$ cat src/rtl/instruction_fetch_unit.sv
// Instruction fetch unit: owns the PC, fetches 32-bit words over a req/ready + rvalid
// handshake into the IR. Optional FETCH_PERF_EN adds a saturating stall_cycles counter.
module instruction_fetch_unit #(
    parameter int unsigned         ADDR_W   = 64,
    parameter logic [ADDR_W-1:0]   RESET_PC = {ADDR_W{1'b0}}
) (
    input  logic                clock,
    input  logic                reset,
    output logic                imem_req,
    output logic [ADDR_W-1:0]   imem_addr,
    input  logic                imem_ready,
    input  logic                imem_rvalid,
    input  logic [31:0]         imem_rdata,
    output logic [31:0]         ir,
    output logic                ir_valid,
    input  logic                ir_accept,
    input  logic [2:0]          ps,
    input  logic [ADDR_W-1:0]   k,
    input  logic [ADDR_W-1:0]   a_bus,
    output logic [ADDR_W-1:0]   pc,
    output logic [ADDR_W-1:0]   pc_plus4,
    output logic                align_err,
`ifdef FETCH_PERF_EN
    output logic [31:0]         stall_cycles,
`endif
    output logic [1:0]          o_dbg_state
);

    typedef enum logic [1:0] {
        S_IDLE = 2'd0,
        S_REQ  = 2'd1,
        S_WAIT = 2'd2,
        S_HOLD = 2'd3
    } state_t;

    state_t              r_state;
    logic [ADDR_W-1:0]   r_pc;
    logic [31:0]         r_ir;
    logic                r_ir_valid;
    logic                r_imem_req;
    logic                r_align_err;

    logic [ADDR_W-1:0]   w_pc_plus4;
    logic [ADDR_W-1:0]   w_next_pc;
    logic                w_misaligned;
    logic                w_accept;

    always_comb begin
        w_pc_plus4   = r_pc + ADDR_W'(4);
        w_misaligned = (ps == 3'b011) && (a_bus[1:0] != 2'b00);
        w_accept     = ir_accept && r_ir_valid;
        case (ps)
            3'b000:  w_next_pc = r_pc;
            3'b010:  w_next_pc = r_pc + (k << 2);
            3'b011:  w_next_pc = {a_bus[ADDR_W-1:2], 2'b00};
            default: w_next_pc = w_pc_plus4;
        endcase
    end

    // Handshake: a request transfers on a cycle with imem_req && imem_ready; exactly one
    // response (imem_rvalid) is then taken in S_WAIT, and any rvalid seen elsewhere is dropped.
    // The IR is offered with ir_valid and consumed on a cycle with ir_valid && ir_accept.
    always_ff @(posedge clock or negedge reset) begin
        if (!reset) begin
            r_state     <= S_IDLE;
            r_pc        <= RESET_PC;
            r_ir        <= 32'h0;
            r_ir_valid  <= 1'b0;
            r_imem_req  <= 1'b0;
            r_align_err <= 1'b0;
        end else begin
            r_align_err <= 1'b0;
            case (r_state)
                S_IDLE: begin
                    r_state    <= S_REQ;
                    r_imem_req <= 1'b1;
                end
                S_REQ: begin
                    if (imem_ready) begin
                        r_state    <= S_WAIT;
                        r_imem_req <= 1'b0;
                    end
                end
                S_WAIT: begin
                    if (imem_rvalid) begin
                        r_ir       <= imem_rdata;
                        r_ir_valid <= 1'b1;
                        r_state    <= S_HOLD;
                    end
                end
                S_HOLD: begin
                    if (w_accept) begin
                        r_ir_valid  <= 1'b0;
                        r_pc        <= w_next_pc;
                        r_imem_req  <= 1'b1;
                        r_align_err <= w_misaligned;
                        r_state     <= S_REQ;
                    end
                end
                default: begin
                    r_state    <= S_IDLE;
                    r_imem_req <= 1'b0;
                end
            endcase
        end
    end

`ifdef FETCH_PERF_EN
    logic [31:0] r_stall_cycles;

    always_ff @(posedge clock or negedge reset) begin
        if (!reset) begin
            r_stall_cycles <= 32'h0;
        end else if (((r_state == S_REQ) || (r_state == S_WAIT)) &&
                     (r_stall_cycles != 32'hFFFF_FFFF)) begin
            r_stall_cycles <= r_stall_cycles + 32'd1;
        end
    end

    assign stall_cycles = r_stall_cycles;
`endif

    assign imem_req    = r_imem_req;
    assign imem_addr   = r_pc;
    assign ir          = r_ir;
    assign ir_valid    = r_ir_valid;
    assign pc          = r_pc;
    assign pc_plus4    = w_pc_plus4;
    assign align_err   = r_align_err;
    assign o_dbg_state = r_state;

endmodule

$ cat config.mk
export PLATFORM = sky130hd
export DESIGN_NAME = instruction_fetch_unit
export DESIGN_NICKNAME = d
export VERILOG_FILES = /design/src/rtl/instruction_fetch_unit.sv
export SDC_FILE = /design/constraint.sdc
export NUM_CORES = 1
export LEC_CHECK = 0
export BUFFER_PORTS_ARGS = -buffer_cell sky130_fd_sc_hd__buf_2
export CAP_MARGIN = 20
export CORE_AREA = 4 4 153 155
export DETAILED_ROUTE_END_ITERATION = 10
export DIE_AREA = 0 0 157 159
export PLACE_DENSITY = 0.78
export SLEW_MARGIN = 5
export SYNTH_ARGS = -nofsm -noshare
export SYNTH_HDL_FRONTEND = slang
export SYNTH_SLANG_ARGS = --single-unit
export TNS_END_PERCENT = 20
$ cat constraint.sdc
create_clock -name clock -period 4.1 [get_ports clock]
set_input_delay 0.82 -clock clock [delete_from_list [all_inputs] [get_ports clock]]
set_output_delay 0.82 -clock clock [all_outputs]
set_load 0.05 [all_outputs]
==> flow_metrics.tcl <==
set metrics [dict create \
    status "completed" \
    arrival_ns 3.10 \
    place_hpwl_mm 31.73 \
    area_growth_pct 20.94 \
    grt_max_degree 82 \
    worstPathRequired_ns 3.28 \
    start_util_pct 48.21 \
    grt_pass1_vias 11240 \
    synth_edf_count 0 \
    synth_top_area_share_pct 23.55 \
    clockRootBuffer "clkbuf_16" \
    worst-setup-path-type "flip-flop to primary output" \
    h-tree-depth 3 \
    period_share_pct 95.49 \
    drcViolationCount 0 \
    hp-start "imem_req$_DFFE_PN0P_" \
    ys_ff_latch 99 \
    clkLatencyLatePin_ns 0.36 \
    p_leak_uw 0.006740 \
    final_common_cell "buf_2" \
    finClkSkew_ns 0.01587 \
    vias_per_cell 5.979 \
    via_count 11700 \
    die_w_um 157 \
    setup_tns_ns 0 \
    final_core_util_pct 58.30 \
    ios 397 \
    ys_async_sr_fraction_pct 100.0 \
    clockBufferDepth 2 \
    place.gp.congestion 0.9592 \
    place.port_buffers 388 \
    cts_tree "done" \
    max_freq_mhz 255.4 \
    crit_start "imem_addr[6]$_DFFE_PN0P_" \
    drtIter0Drc 1040 \
    die_h_um 159 \
    grt_pass1_wl_mm 61.15 \
    num-nets-final 1906 \
    drive_gt1_share_pct 31.26 \
    routed_wl_mm 40.06 \
    instances_no_fill 1957 \
    gr-total-overflow 0 \
    worstReg2RegStart "imem_addr[2]$_DFFE_PN0P_" \
    setup_viol 0 \
    worst_slew_pin_slew_ns 1.014 \
    ys.flop_type "dfrtp_1" \
    fillers 2091 \
    dp_cells 1939 \
    antenna_found_initial 1 \
    first_pass_iters 7 \
    post-place-ws_ns 0.05291 \
    coreArea_sq_mm 0.02182 \
    hold_class "flip-flop to flip-flop" \
    max_slew_margin_pct 32.40 \
    cts.sinks 99 \
    post-route-min-period_ns 3.915 \
    cp-end-kind "primary output" \
    fp.dieArea_sq_mm 0.02496 \
    mostFrequentLayoutCells "buf_2 (386), nand2_1 (158), o21ai_0 (128)" \
    yosysWarningCount 0 \
    ir_worst_vdd_mv 0.1556 \
    synth_area_per_cell_sq_um 7.724 \
    p_per_area_mw_per_mm2 177.0 \
    cp_max_fo 8 \
    start_kind "flip-flop" \
    syn_area_sq_mm 0.01052 \
    fin_ws_ns 0.1847 \
    placementRows 54 \
    antenna_left 0 \
    hold_viol_final 0 \
    syn_inst 1362 \
    cap_viol_max_count 0 \
    path_clk_slew_ns 0.08 \
    slew_violations 0 \
    ys_seq_area_share_pct 23.55 \
    ys_types 81 \
    numCtsBuffers 9 \
    synth_top_cell_by_area "dfrtp_1" \
    synth.area.top_cells "dfrtp_1 (24%), ha_1 (7.8%), o21ai_0 (6.1%)" \
    track_usage_pct 30.45 \
    routedWlPerCell_um 20.47 \
]
==> power by group <==
part | leakage, uW | switching [uW] | internal, uW
clock | 0.000145 | 449 | 430
combinational | 0.00526 | 247 | 151
sequential | 0.00134 | 0 | 975
total | 0.00674 | 695 | 1560
==> worst max-delay path: stages (launching register included) <==
cell and delay (ns):
dfrtp_2 0.44, and4_1 0.26, and3_2 0.28, nand4_1 0.11
buf_4 0.17, nor2_1 0.14, nand2_1 0.16, nor2_4 0.21
and2_1 0.23, and3_1 0.27, xor2_1 0.18, buf_2 0.29
==> cells in the mapped netlist (all sizes together), types with 7 or more instances <==
master    n
dfrtp    99
nand4    27
a21o     39
and4      8
a21oi   126
a22oi     8
buf      82
xor2     44
xnor2    70
nand2   158
mux2i     7
o21bai   13
nor2b    12
o21ai   130
and2     11
a31oi    20
mux2     33
nor3     19
a211oi    8
ha       66
o211ai   28
and3     24
inv      28
o31ai    11
clkbuf   59
nand3    50
o22ai     7
nor2    100
==> path summary, 6_finish.rpt <==
check | depth (start not counted) | slack, ns | to
worst max-delay path | 11 | 0.18 | pc_plus4[58]
worst min-delay path | 1 | 0.49 | imem_req$_DFFE_PN0P_
worst max register to register | 13 | 0.34 | imem_addr[60]$_DFFE_PN0P_
worst min register to register | 1 | 0.49 | imem_req$_DFFE_PN0P_
max in group asynchronous | 2 | 2.63 | imem_addr[33]$_DFFE_PN0P_
min in group asynchronous | 1 | 0.63 | imem_addr[9]$_DFFE_PN0P_
==> sequential cells by signal, indices dropped and copies added, names as in the netlist <==
name,cells
imem_addr,62
imem_req,1
o_dbg_state,2
ir,32
align_err,1
ir_valid,1
==> metrics by stage <==
step	power [uW]	hold WS (ns)	area, sq um
final	2251	0.4943	12720
after global routing	2339	0.5091	12720
after CTS	2260	0.5008	12690
after detailed placement	1388	0.4855	12380
after global placement	1384	0.4810	12350
after floorplan	1211	0.5244	10540
==> cells by family after synthesis <==
kind of cell             Yosys count  share of synthesized area [%]
multiplexers                      40                          4.198
flip-flops                        99                          23.55
buffers and inverters            171                          9.194
AO/OA/AOI/OAI                    432                          25.15
XOR/XNOR                         114                          9.562
adder cells (fa/ha/maj)           67                          8.040
AND/OR/NAND/NOR                  438                          20.27
other                              1                        0.03565
==> cell type report <==
type	instances	area [sq um]	share of cell area, %
timing repair buffer	435	2345	18.43
antenna	1	2.502	0.01967
clock buffer	9	225.2	1.770
multi-input combinational	1097	7133	56.06
clock inverter	7	67.56	0.5310
sequential	99	2491	19.58
inverter	29	108.9	0.8555
tap	280	350.3	2.753
==> per-layer routing <==
metal / routed length, um / global-route usage [%]
met3: 3606 / 4.566
met5: 0 / 0
met2: 19050 / 50.33
met1: 15930 / 39.84
met4: 1462 / 12.07
==> what timing repair did <==
action,in CTS,in global routing
pin swaps,1,1
hold buffers,0,0
gates cloned,0,0
buffers inserted,1,0
resized for setup,2,16
endpoints found under the setup margin,2,4
Note: power is estimated with default switching activity, not from simulation.
